`src/rtl/multicycle_controller.sv`:
```
// ============================================================================
// multicycle_controller
//
// Purpose:
//   Multi-cycle sequencer for an RV32 datapath supporting add, sub, addi, lw,
//   sw, beq and jal. It walks each instruction through FETCH, DECODE,
//   EXECUTE, MEM and WB. A single memory port is shared between instruction
//   fetch (address = PC) and data access (address = ALU result). The block
//   also counts retired instructions.
//
//   Outputs are decoded combinationally from the current state and the
//   opcode/funct/zero inputs. Only the state, the fetch-pending flag, the
//   retired-instruction counter and the sticky illegal flag are registered.
//
// Optional feature:
//   MC_ILLEGAL_TRAP_EN
//     Defined:   unsupported opcodes and unsupported R-type funct7/funct3
//                combinations move DECODE -> HALT, set the sticky illegal_o
//                flag and are not counted. Only reset leaves HALT.
//     Undefined: HALT is unreachable and illegal_o is absent. Unsupported
//                opcodes retire as NOPs, and unsupported R-type combinations
//                write back with alu_control_o = 4'b0000.
//
// Ports:
//   clk            in   1   clock, rising edge
//   rst_n          in   1   asynchronous active-low reset
//   en_i           in   1   run enable, sampled only when FETCH would issue
//   opcode_i       in   7   IR[6:0], valid from DECODE onward
//   funct3_i       in   3   IR[14:12]
//   funct7_i       in   7   IR[31:25]
//   zero_i         in   1   ALU zero flag, used in EXECUTE for beq
//   mem_ready_i    in   1   memory accepts/completes the request this cycle
//   mem_req_o      out  1   memory request
//   mem_we_o       out  1   memory write (sw only)
//   mem_sel_o      out  1   address select: 0 = PC, 1 = ALU result
//   ir_write_o     out  1   latch IR and old PC
//   pc_write_o     out  1   PC update strobe
//   pc_src_o       out  2   00 = PC+4, 01 = branch target, 10 = jal target
//   reg_write_o    out  1   register-file write strobe
//   wb_sel_o       out  2   00 = ALU, 01 = memory data, 10 = link (old PC+4)
//   alu_src_o      out  1   ALU operand B: 0 = rs2, 1 = immediate
//   alu_control_o  out  4   ALU operation
//   state_o        out  3   FETCH=0 DECODE=1 EXECUTE=2 MEM=3 WB=4 HALT=5
//   instret_o      out  32  retired-instruction count (wraps)
//   illegal_o      out  1   sticky illegal flag (MC_ILLEGAL_TRAP_EN only)
//
// Memory handshake (valid/ready):
//   mem_req_o is the valid. A transfer completes in a cycle where mem_req_o
//   and mem_ready_i are both high. Once mem_req_o rises it stays high, with
//   mem_sel_o and mem_we_o stable, until that completing cycle. Dropping
//   en_i does not withdraw an issued fetch. mem_ready_i is ignored while
//   mem_req_o is low. Reset drops any request immediately.
// ============================================================================
module multicycle_controller (
    input  logic        clk,
    input  logic        rst_n,
    input  logic        en_i,
    input  logic [6:0]  opcode_i,
    input  logic [2:0]  funct3_i,
    input  logic [6:0]  funct7_i,
    input  logic        zero_i,
    input  logic        mem_ready_i,
    output logic        mem_req_o,
    output logic        mem_we_o,
    output logic        mem_sel_o,
    output logic        ir_write_o,
    output logic        pc_write_o,
    output logic [1:0]  pc_src_o,
    output logic        reg_write_o,
    output logic [1:0]  wb_sel_o,
    output logic        alu_src_o,
    output logic [3:0]  alu_control_o,
    output logic [2:0]  state_o,
    output logic [31:0] instret_o
`ifdef MC_ILLEGAL_TRAP_EN
  , output logic        illegal_o
`endif
);

    localparam logic [3:0] ALU_OP_ADD = 4'b0010;
    localparam logic [3:0] ALU_OP_SUB = 4'b0110;

    localparam logic [6:0] OPC_RTYPE = 7'b0110011;
    localparam logic [6:0] OPC_ADDI  = 7'b0010011;
    localparam logic [6:0] OPC_LW    = 7'b0000011;
    localparam logic [6:0] OPC_SW    = 7'b0100011;
    localparam logic [6:0] OPC_BEQ   = 7'b1100011;
    localparam logic [6:0] OPC_JAL   = 7'b1101111;

    localparam logic [1:0] PC_SRC_PLUS4  = 2'b00;
    localparam logic [1:0] PC_SRC_BRANCH = 2'b01;
    localparam logic [1:0] PC_SRC_JAL    = 2'b10;

    localparam logic [1:0] WB_SEL_ALU  = 2'b00;
    localparam logic [1:0] WB_SEL_MEM  = 2'b01;
    localparam logic [1:0] WB_SEL_LINK = 2'b10;

    typedef enum logic [2:0] {
        S_FETCH   = 3'd0,
        S_DECODE  = 3'd1,
        S_EXECUTE = 3'd2,
        S_MEM     = 3'd3,
        S_WB      = 3'd4,
        S_HALT    = 3'd5
    } state_e;

    typedef enum logic [2:0] {
        CLS_NONE,
        CLS_RTYPE,
        CLS_ADDI,
        CLS_LW,
        CLS_SW,
        CLS_BEQ,
        CLS_JAL
    } cls_e;

    state_e      state_q, state_d;
    logic        pending_q, pending_d;
    logic [31:0] instret_q, instret_d;
    logic        retire;
    logic        fetch_req;
    logic        trap;
    cls_e        cls;
    logic        r_add, r_sub;
    logic [3:0]  r_alu;

    // ------------------------------------------------------------------
    // Instruction classification. The IR is held stable from DECODE until
    // the next fetch, so the class is re-derived every cycle instead of
    // being latched.
    // ------------------------------------------------------------------
    always_comb begin
        r_add = (funct7_i == 7'b0000000) && (funct3_i == 3'b000);
        r_sub = (funct7_i == 7'b0100000) && (funct3_i == 3'b000);
        if (r_add) begin
            r_alu = ALU_OP_ADD;
        end else if (r_sub) begin
            r_alu = ALU_OP_SUB;
        end else begin
            r_alu = 4'b0000;
        end

        case (opcode_i)
            OPC_RTYPE: cls = CLS_RTYPE;
            OPC_ADDI:  cls = CLS_ADDI;
            OPC_LW:    cls = CLS_LW;
            OPC_SW:    cls = CLS_SW;
            OPC_BEQ:   cls = CLS_BEQ;
            OPC_JAL:   cls = CLS_JAL;
            default:   cls = CLS_NONE;
        endcase
    end

`ifdef MC_ILLEGAL_TRAP_EN
    logic illegal_q, illegal_d;
    assign trap      = (cls == CLS_NONE) || ((cls == CLS_RTYPE) && !(r_add || r_sub));
    assign illegal_d = illegal_q | ((state_q == S_DECODE) & trap);
    assign illegal_o = illegal_q;
`else
    assign trap = 1'b0;
`endif

    // A fetch request is issued when enabled, and kept alive by the pending
    // flag if en_i drops before memory answers.
    assign fetch_req = en_i | pending_q;

    // ------------------------------------------------------------------
    // Next-state logic
    // ------------------------------------------------------------------
    always_comb begin
        state_d   = state_q;
        pending_d = pending_q;
        retire    = 1'b0;

        case (state_q)
            S_FETCH: begin
                if (fetch_req) begin
                    if (mem_ready_i) begin
                        state_d   = S_DECODE;
                        pending_d = 1'b0;
                    end else begin
                        pending_d = 1'b1;
                    end
                end
            end

            S_DECODE: begin
                if (trap) begin
                    state_d = S_HALT;
                end else if (cls == CLS_NONE) begin
                    // Unsupported opcode without trapping: retire as a NOP.
                    state_d = S_FETCH;
                    retire  = 1'b1;
                end else begin
                    state_d = S_EXECUTE;
                end
            end

            S_EXECUTE: begin
                case (cls)
                    CLS_RTYPE, CLS_ADDI: state_d = S_WB;
                    CLS_LW, CLS_SW:      state_d = S_MEM;
                    default: begin
                        // beq and jal finish here.
                        state_d = S_FETCH;
                        retire  = 1'b1;
                    end
                endcase
            end

            S_MEM: begin
                if (mem_ready_i) begin
                    if (cls == CLS_SW) begin
                        state_d = S_FETCH;
                        retire  = 1'b1;
                    end else begin
                        state_d = S_WB;
                    end
                end
            end

            S_WB: begin
                state_d = S_FETCH;
                retire  = 1'b1;
            end

            S_HALT: begin
                state_d = S_HALT;
            end

            default: begin
                state_d = S_FETCH;
            end
        endcase
    end

    assign instret_d = retire ? (instret_q + 32'd1) : instret_q;

    // ------------------------------------------------------------------
    // State registers
    // ------------------------------------------------------------------
    always_ff @(posedge clk or negedge rst_n) begin
        if (!rst_n) begin
            state_q   <= S_FETCH;
            pending_q <= 1'b0;
            instret_q <= 32'd0;
`ifdef MC_ILLEGAL_TRAP_EN
            illegal_q <= 1'b0;
`endif
        end else begin
            state_q   <= state_d;
            pending_q <= pending_d;
            instret_q <= instret_d;
`ifdef MC_ILLEGAL_TRAP_EN
            illegal_q <= illegal_d;
`endif
        end
    end

    assign state_o   = state_q;
    assign instret_o = instret_q;

    // ------------------------------------------------------------------
    // Output decode. Everything is forced low while reset is asserted so a
    // request in flight is dropped at once, even with en_i high.
    // ------------------------------------------------------------------
    always_comb begin
        mem_req_o     = 1'b0;
        mem_we_o      = 1'b0;
        mem_sel_o     = 1'b0;
        ir_write_o    = 1'b0;
        pc_write_o    = 1'b0;
        pc_src_o      = PC_SRC_PLUS4;
        reg_write_o   = 1'b0;
        wb_sel_o      = WB_SEL_ALU;
        alu_src_o     = 1'b0;
        alu_control_o = 4'b0000;

        if (rst_n) begin
            case (state_q)
                S_FETCH: begin
                    mem_req_o = fetch_req;
                    if (fetch_req && mem_ready_i) begin
                        ir_write_o = 1'b1;
                        pc_write_o = 1'b1;
                        pc_src_o   = PC_SRC_PLUS4;
                    end
                end

                S_EXECUTE: begin
                    case (cls)
                        CLS_RTYPE: begin
                            alu_control_o = r_alu;
                        end
                        CLS_ADDI, CLS_LW, CLS_SW: begin
                            alu_src_o     = 1'b1;
                            alu_control_o = ALU_OP_ADD;
                        end
                        CLS_BEQ: begin
                            alu_control_o = ALU_OP_SUB;
                            if (zero_i) begin
                                pc_write_o = 1'b1;
                                pc_src_o   = PC_SRC_BRANCH;
                            end
                        end
                        CLS_JAL: begin
                            reg_write_o = 1'b1;
                            wb_sel_o    = WB_SEL_LINK;
                            pc_write_o  = 1'b1;
                            pc_src_o    = PC_SRC_JAL;
                        end
                        default: begin
                        end
                    endcase
                end

                S_MEM: begin
                    // Address computation stays on the ALU for the whole access.
                    mem_req_o     = 1'b1;
                    mem_sel_o     = 1'b1;
                    mem_we_o      = (cls == CLS_SW);
                    alu_src_o     = 1'b1;
                    alu_control_o = ALU_OP_ADD;
                end

                S_WB: begin
                    reg_write_o = 1'b1;
                    wb_sel_o    = (cls == CLS_LW) ? WB_SEL_MEM : WB_SEL_ALU;
                end

                default: begin
                end
            endcase
        end
    end

endmodule

```
`config.mk`:
```
export PLATFORM = sky130hd
export DESIGN_NAME = multicycle_controller
export DESIGN_NICKNAME = d
export VERILOG_FILES = /design/src/rtl/multicycle_controller.sv
export SDC_FILE = /design/constraint.sdc
export NUM_CORES = 1
export LEC_CHECK = 0
export BUFFER_PORTS_ARGS = -buffer_cell sky130_fd_sc_hd__buf_2
export CAP_MARGIN = 20
export CELL_PAD_IN_SITES_DETAIL_PLACEMENT = 1
export CELL_PAD_IN_SITES_GLOBAL_PLACEMENT = 2
export CORE_MARGIN = 2
export CORE_UTILIZATION = 29
export CTS_CLUSTER_DIAMETER = 100
export DETAILED_ROUTE_END_ITERATION = 7
export PLACE_DENSITY = 0.82
export RECOVER_POWER = 25
export REMOVE_ABC_BUFFERS = 1
export SYNTH_ARGS = -nofsm -noshare
export SYNTH_HDL_FRONTEND = slang
export SYNTH_SLANG_ARGS = --single-unit
```
`constraint.sdc`:
```
create_clock -name clk -period 2.35 [get_ports clk]
set_input_delay 0.47 -clock clk [delete_from_list [all_inputs] [get_ports clk]]
set_output_delay 0.47 -clock clk [all_outputs]
set_load 0.02 [all_outputs]
```
==> key figures, run 1 <==
Setup path
  – Critical path cell sequence: buf_2 -> and4bb_4 -> nand3_1 -> nor4_2 -> a211oi_1 -> nor3_1 -> buf_2
  – Top cell family by delay on the critical path: simple AND/OR/NAND/NOR gates
  – CP peak stage delay: 380 ps
  – Highest-delay cell along the critical path: sky130_fd_sc_hd__and4bb_4
  – Required time reported for the critical path endpoint: 1880 ps
  – Worst setup EP type: output pin
  – Worst EP arrival: 1750 ps
  – Buffer and inverter count on the worst path: 2
  – Worst-path fanout max: 7
  – Worst setup path class: in2out
  – Crit start category: input pin
  – Most numerous cell on the critical path: sky130_fd_sc_hd__buf_2

Yosys
  – Sequential-to-total area share from yosys stat: 0.416
  – Fraction of synthesized area in multiplexers: 0.00693
  – Fraction of registers with async set or reset after synthesis: 1.00
  – Post-synthesis share of cell area spent on full adders, half adders and majority gates: 0.00578
  – Number of synthesized register bits: 36
  – Yosys warning count: 0
  – Most common flop cell mapped by yosys: sky130_fd_sc_hd__dfrtp_1
  – Share of the synthesized area in compound gates (AO/OA/AOI/OAI): 0.0780
  – Synthesized area per cell: 9.34 sq um
  – Number of enable flip-flop cells after synthesis: 0
  – Xor/xnor share of the synthesized area: 0.133
  – Number of distinct library cell variants in the gate-level netlist after synthesis: 42
  – Post-synthesis share of cell area spent on and, or, nand and nor gates: 0.315
  – Dominant combinational cell family by area after synthesis: simple AND/OR/NAND/NOR gates
  – Number of cells produced by synthesis: 232
  – Post-synthesis instance area: 2170 sq um

Timing
  – Final Hold Fails: 0
  – Unrepaired setup endpoints after global routing: false
  – Minimum period implied by the final worst setup slack: 2220 ps
  – Setup-failing EPs final: 0
  – Actual transition at the worst max-transition pin: 856 ps
  – Post-route worst hold slack: 473 ps
  – Worst Clk Skew: 9.52 ps
  – Slew Limit Fails: 0
  – Worst slew margin relative to its limit: 0.430
  – Max Fclk: 0.451 GHz
  – Final clock period utilization by the worst path: 0.944
  – Aggregate negative setup slack: 0 ps

Place
  – Detail Placement HPWL: 4490 microns
  – Count of buffers from port buffering: 69
  – Placer's final routability congestion estimate: 0.800

GRT
  – First-pass GRT wire length: 10100 microns
  – Final global-route overflow total: 0
  – Vias in the first global route: 2000
  – Pin count of the biggest net entering global routing: 35
  – Global Route Usage Sum: 0.150
  – Number of antenna violations at the first check in global routing: 0

CTS
  – Clock buffer depth: 2
  – CTS H-Tree Depth: 2
  – Insertion delay of the later-clocked pin in the worst-skew pair: 290 ps
  – Post-CTS repair timing setup buffer count: 0
  – CTS tree: yes
  – Clock sink total: 36
  – Clock-pin transition on the worst setup and hold timing paths: 80 ps
  – Clock root cell: sky130_fd_sc_hd__clkbuf_8
  – Number of clock buffers inserted by TritonCTS: 5

Floorplanning
  – Std-Cell Core Area: 7250 sq um
  – Die Outline Area: 8180 sq um
  – Number of core rows: 31
  – Die X: 90.4 microns
  – Number of top-level pins: 72
  – Initial standard-cell utilization of the core: 0.299
  – Y dimension of the die: 90.4 microns

Power
  – Reported leakage power: 1.33 nW
  – Relative contribution of the clock network to total power: 0.328
  – Maximum vdd ir drop: 0.230 mV
  – Psw: 0.525 mW
  – Register share of total power: 0.445
  – Power density over the cells: 603 nW/um^2
  – Switching share of power: 0.316
  – Cell Int Power: 1.14 mW
  – Part of the total power dissipated in combinational logic: 0.228

Drt
  – DR vias: 1975
  – Violation count after the first detailed-route iteration: 55
  – Total wirelength of the detailed-routed design: 5970 microns
  – Count of unresolved DRC violations after routing: 0
  – Number of antenna-violating nets in the routed design: 0
  – Per-cell routed wire length: 14.8 microns
  – Number of iterations in the first detailed-routing pass: 4
  – Via density: 4.90

Finish
  – Filler cells: 887
  – Ant. Diodes: 0
  – Syn-to-layout area delta: 27.4%
  – Fraction of layout instances using a drive strength above 1: 0.309
  – Net count of the finished layout: 326

Flow run
  – Reported max-cap violation count: 0

Outcome
  – Status: completed

Min path
  – Tightest Hold Check Type: reg2reg
==> registers in the layout (all words and copies together), names as in the netlist <==
signal,count
state_o,3
pending_q,1
instret_o,32
==> cell usage in the layout (no fill, tap or decap), drive strengths merged, types with 2 or more instances in the layout <==
cell type,Yosys,routed
inv,2,2
nor4,4,4
xnor2,29,29
nand4,20,20
a21oi,12,12
nand2,16,16
nand3,17,17
nor3,5,5
clkbuf,6,7
dfrtp,36,36
a211oi,2,2
and4,3,3
xor2,4,4
and2,8,8
and3,15,15
nand2b,6,6
conb,1,2
nor2,12,12
buf,10,76
nor2b,3,3
o21ai,6,6
==> timing repair <==
action | 4_1_cts | 5_1_grt
hold buffers | 1 | 0
endpoints found under the setup margin | 0 | 1
endpoints found under the hold margin | 2 | 0
resized for setup | 0 | 2
==> worst reg2reg max path, cell delays in order (launching register included) <==
cell	delay, ps
sky130_fd_sc_hd__dfrtp_1	510
sky130_fd_sc_hd__buf_4	210
sky130_fd_sc_hd__nand2b_1	180
sky130_fd_sc_hd__nor2_1	180
sky130_fd_sc_hd__a31oi_2	140
sky130_fd_sc_hd__nand2_1	130
sky130_fd_sc_hd__buf_12	180
sky130_fd_sc_hd__nand4_1	150
sky130_fd_sc_hd__xnor2_1	180
==> area by class of cell <==
cell class	count	area (sq um)	area share
Clock buffer	5	68.8	0.0249
Multi-Input combinational cell	179	1180	0.429
Timing Repair Buffer	79	432	0.156
Sequential cell	36	901	0.327
Tap cell	99	124	0.0449
Inverter	2	7.51	0.00272
Clock inverter	3	42.5	0.0154
==> cell usage after synthesis, drive strengths merged (5+ instances only) <==
master / instances / area share
and2: 8 / 0.023
nand4: 20 / 0.058
o21ai: 6 / 0.014
dfrtp: 36 / 0.42
and3: 15 / 0.044
a21oi: 12 / 0.028
nand2b: 6 / 0.017
clkbuf: 6 / 0.010
nand2: 16 / 0.031
nand3: 17 / 0.039
nor2: 12 / 0.021
buf: 10 / 0.029
xnor2: 29 / 0.12
nor3: 5 / 0.017
==> logic make-up (layout without fill, tap and decap cells) <==
logic type                 count (synthesis)  in the layout
and+or+nand+nor                          115            115
DFF                                       36             36
xor gates and xnor gates                  33             33
AOI/OAI and AO/OA                         27             27
buffers and inverters                     18             89
adders and majority gates                  1              1
other                                      1              2
muxes                                      1              1
==> stage by stage <==
stage / util / std cells / total power, mW / worst slack, ps / area [sq um]
after floorplan: - / 217 / 0.958 / 93.3 / 2080
after global placement: 0.363 / 394 / 1.13 / 131 / 2630
after detailed placement: 0.363 / 394 / 1.14 / 102 / 2630
after CTS: 0.380 / 403 / 1.69 / 20.3 / 2750
after global routing: 0.380 / 403 / 1.76 / 19.4 / 2760
final: 0.380 / 403 / 1.66 / 131 / 2760
==> metal layers <==
layer / track usage / vias to the layer above / share of wire
met2: 0.250 / 38 / 0.49
met5: 0 / - / 0
met1: 0.201 / 962 / 0.46
met3: 0.0267 / 8 / 0.038
met4: 0.0385 / 0 / 0.011
li1: - / 967 / -
==> power groups by stage <==
stage | sequential (mW) | combinational (mW) | clock, mW
after floorplan | 0.806 | 0.152 | 0
after global placement | 0.753 | 0.375 | 0
after detailed placement | 0.754 | 0.381 | 0
after CTS | 0.742 | 0.386 | 0.561
after global routing | 0.751 | 0.422 | 0.584
final | 0.740 | 0.379 | 0.546
==> worst paths after layout <==
| check | from | to | slack [ps] | cells after the start |
|---|---|---|---|---|
| hold reg to reg | instret_o[31]$_DFFE_PN0P_ | instret_o[31]$_DFFE_PN0P_ | 470 | 1 |
| hold / removal | instret_o[31]$_DFFE_PN0P_ | instret_o[31]$_DFFE_PN0P_ | 470 | 1 |
| max in group asynchronous | rst_n | instret_o[8]$_DFFE_PN0P_ | 1220 | 2 |
| setup / recovery | opcode_i[2] | pc_write_o | 130 | 7 |
| min in group asynchronous | rst_n | instret_o[19]$_DFFE_PN0P_ | 600 | 2 |
| setup reg to reg | state_o[2]$_DFFE_PN0P_ | instret_o[12]$_DFFE_PN0P_ | 370 | 8 |
No activity file was read; power rests on OpenSTA's default activity.
==> run 2: changes to the inputs <==
--- a/config.mk
+++ b/config.mk
@@ -5,7 +5,7 @@
 export SDC_FILE = /design/constraint.sdc
 export NUM_CORES = 1
 export LEC_CHECK = 0
-export BUFFER_PORTS_ARGS = -buffer_cell sky130_fd_sc_hd__buf_2
+export BUFFER_PORTS_ARGS = -buffer_cell sky130_fd_sc_hd__clkbuf_2
 export CAP_MARGIN = 20
 export CELL_PAD_IN_SITES_DETAIL_PLACEMENT = 1
 export CELL_PAD_IN_SITES_GLOBAL_PLACEMENT = 2
==> run 2 against run 1 <==
Against the previous run:
- final cell count rose by 0.25%
- maximum frequency fell by 2.0%
- critical path type is now reg2out
- die area did not move
- global-route usage rose by 0.47 points
- register-to-register slack barely moved
- wire length rose by 2.7%
- non-clock buffer count rose by 1
- via count rose by 1.5%
==> key figures, run 2 (synthesized netlist as in run 1, its figures left out) <==
Drt
  – Violation count after the first detailed-route iteration: 88 (was 55)
  – Per-cell routed wire length: 15.2 microns (was 14.8 microns)
  – Number of iterations in the first detailed-routing pass: 4 (unchanged)
  – Total wirelength of the detailed-routed design: 6130 microns (was 5970 microns)
  – DR vias: 2005 (was 1975)
  – Via density: 4.96 (was 4.90)
  – Number of antenna-violating nets in the routed design: 0 (unchanged)
  – Count of unresolved DRC violations after routing: 0 (unchanged)

Setup path
  – Crit start category: flip-flop (was input pin)
  – Worst setup path class: reg2out (was in2out)
  – Worst-path fanout max: 9 (was 7)
  – Required time reported for the critical path endpoint: 1880 ps (about the same)
  – Register-to-Register Path Depth: 7 (was 8)
  – Setup slack on the worst flop-to-flop path: 370 ps (about the same)
  – Worst reg2reg startpoint: state_o[2]$_DFFE_PN0P_ (unchanged)
  – Highest-delay cell along the critical path: sky130_fd_sc_hd__dfrtp_1 (was sky130_fd_sc_hd__and4bb_4)
  – Worst setup EP type: output pin (unchanged)
  – R2r endpoint: instret_o[1]$_DFFE_PN0P_ (was instret_o[12]$_DFFE_PN0P_)
  – Critical path cell sequence: nand2b_1 -> nor4_1 -> a211oi_1 -> nor3_1 -> clkbuf_2 (was buf_2 -> and4bb_4 -> nand3_1 -> nor4_2 -> a211oi_1 -> nor3_1 -> buf_2)
  – Worst EP arrival: 1790 ps (was 1750 ps)
  – Buffer and inverter count on the worst path: 1 (was 2)
  – CP peak stage delay: 510 ps (was 380 ps)
  – Top cell family by delay on the critical path: simple AND/OR/NAND/NOR gates (unchanged)

Timing
  – Worst Clk Skew: 7.26 ps (was 9.52 ps)
  – Aggregate negative setup slack: 0 ps (unchanged)
  – Minimum period implied by the final worst setup slack: 2260 ps (was 2220 ps)
  – Post-route worst hold slack: 478 ps (was 473 ps)
  – Worst slew margin relative to its limit: 0.418 (was 0.430)
  – Final clock period utilization by the worst path: 0.964 (was 0.944)
  – Unrepaired setup endpoints after global routing: false (unchanged)
  – Actual transition at the worst max-transition pin: 873 ps (was 856 ps)
  – Max Fclk: 0.442 GHz (was 0.451 GHz)
  – Slew Limit Fails: 0 (unchanged)
  – Final Hold Fails: 0 (unchanged)
  – Setup-failing EPs final: 0 (unchanged)

CTS
  – Insertion delay of the later-clocked pin in the worst-skew pair: 290 ps (about the same)
  – Clock buffer depth: 2 (unchanged)
  – CTS H-Tree Depth: 2 (unchanged)
  – Number of clock buffers inserted by TritonCTS: 5 (unchanged)
  – Post-CTS repair timing setup buffer count: 0 (unchanged)
  – Clock sink total: 36 (unchanged)
  – Clock root cell: sky130_fd_sc_hd__clkbuf_8 (unchanged)
  – CTS tree: yes (unchanged)
  – Clock-pin transition on the worst setup and hold timing paths: 70 ps (was 80 ps)

Finish
  – Leading cell types in the layout, fill and taps excluded: sky130_fd_sc_hd__clkbuf_2, sky130_fd_sc_hd__dfrtp_1, sky130_fd_sc_hd__xnor2_1, sky130_fd_sc_hd__nand4_1, sky130_fd_sc_hd__nand3_1 (was sky130_fd_sc_hd__buf_2, sky130_fd_sc_hd__dfrtp_1, sky130_fd_sc_hd__xnor2_1, sky130_fd_sc_hd__nand4_1, sky130_fd_sc_hd__nand3_1)
  – Commonest non-fill, non-tap cell in the layout: sky130_fd_sc_hd__clkbuf_2 (was sky130_fd_sc_hd__buf_2)
  – Core Util, Final: 0.383 (was 0.380)
  – Ant. Diodes: 0 (unchanged)
  – Filler cells: 904 (was 887)
  – Non-Filler Cell Area, Final: 2780 sq um (was 2760 sq um)
  – Fraction of layout instances using a drive strength above 1: 0.305 (was 0.309)
  – Net count of the finished layout: 327 (was 326)
  – Area of the multi-input gates: 1180 sq um (about the same)
  – Syn-to-layout area delta: 28.4% (was 27.4%)
  – Register area: 901 sq um (unchanged)
  – Number of flip-flops under the largest register name: 32 (unchanged)

Power
  – Register share of total power: 0.431 (was 0.445)
  – Total design power: 1.72 mW (was 1.66 mW)
  – Maximum vdd ir drop: 0.362 mV (was 0.230 mV)
  – Power density over the cells: 619 nW/um^2 (was 603 nW/um^2)
  – Switching share of power: 0.303 (was 0.316)
  – Reported leakage power: 1.32 nW (was 1.33 nW)
  – Relative contribution of the clock network to total power: 0.349 (was 0.328)
  – Cell Int Power: 1.20 mW (was 1.14 mW)
  – Part of the total power dissipated in combinational logic: 0.220 (was 0.228)
  – Psw: 0.521 mW (was 0.525 mW)

Floorplanning
  – Number of core rows: 31 (unchanged)
  – Number of top-level pins: 72 (unchanged)
  – Std-Cell Core Area: 7250 sq um (unchanged)
  – Die X: 90.4 microns (unchanged)
  – Die Outline Area: 8180 sq um (unchanged)
  – Y dimension of the die: 90.4 microns (unchanged)
  – Initial standard-cell utilization of the core: 0.299 (unchanged)

GRT
  – Vias in the first global route: 1999 (was 2000)
  – Global Route Usage Sum: 0.154 (was 0.150)
  – Number of antenna violations at the first check in global routing: 0 (unchanged)
  – Pin count of the biggest net entering global routing: 35 (unchanged)
  – Final global-route overflow total: 0 (unchanged)
  – First-pass GRT wire length: 10300 microns (was 10100 microns)

Min path
  – Startpoint of the lowest-slack hold path: instret_o[31]$_DFFE_PN0P_ (unchanged)
  – Cell depth of the worst min-delay path: 1 (unchanged)
  – Tightest Hold Check Type: reg2reg (unchanged)
  – End of the worst hold path: instret_o[31]$_DFFE_PN0P_ (unchanged)

Place
  – Placement-stage cell area: 2630 sq um (unchanged)
  – Placer's final routability congestion estimate: 0.784 (was 0.800)
  – Detail Placement HPWL: 4470 microns (was 4490 microns)
  – Count of buffers from port buffering: 69 (unchanged)

Outcome
  – Status: completed (unchanged)

Flow run
  – Reported max-cap violation count: 0 (unchanged)
==> run 2: how the worst max path moves through the flow <==
stage / startpoint / endpoint / slack [ps] / cells past startpoint
after global placement: opcode_i[2] / pc_write_o / 120 / 7
after CTS: state_o[2]$_DFFE_PN0P_ / pc_write_o / 80 / 5
after detailed placement: opcode_i[2] / wb_sel_o[0] / 120 / 6
final: state_o[2]$_DFFE_PN0P_ / pc_write_o / 90 / 5
after global routing: state_o[2]$_DFFE_PN0P_ / pc_write_o / 7 / 5
after floorplan: state_o[1]$_DFFE_PN0P_ / instret_o[13]$_DFFE_PN0P_ / 90 / 6
==> run 2: stage by stage <==
step	worst slack, ps	instances
6_report	85.7	404
5_1_grt	6.56	404
4_1_cts	82.2	404
3_5_place_dp	115	394
3_3_place_gp	123	394
2_1_floorplan	93.3	217
==> run 2: power by group through the flow <==
| stage | logic (mW) | clock network (mW) | registers, mW |
|---|---|---|---|
| 6_report | 0.378 | 0.601 | 0.741 |
| 5_1_grt | 0.421 | 0.642 | 0.755 |
| 4_1_cts | 0.384 | 0.620 | 0.744 |
| 3_5_place_dp | 0.379 | 0 | 0.755 |
| 3_3_place_gp | 0.374 | 0 | 0.754 |
| 2_1_floorplan | 0.152 | 0 | 0.806 |
==> run 2: routing by layer <==
metal,share of wire,wire [microns],global-route usage
met1,0.47,2900,0.200
met5,0,0,0
met3,0.035,212,0.0309
met4,0.0082,50,0.0423
met2,0.48,2960,0.263
==> run 2: layout make-up <==
cell class | count | area share
clock inverters | 1 | 0.0108
multi-input cells | 179 | 0.425
inverters | 2 | 0.00270
repair buffers | 80 | 0.159
clock buffers | 7 | 0.0346
well taps | 99 | 0.0445
flip-flops and latches | 36 | 0.324
==> run 2: what timing repair did <==
item,CTS,global route
endpoints found under the hold margin,1,0
hold buffers,2,0
gates resized for setup,0,1
endpoints found under the setup margin,0,1
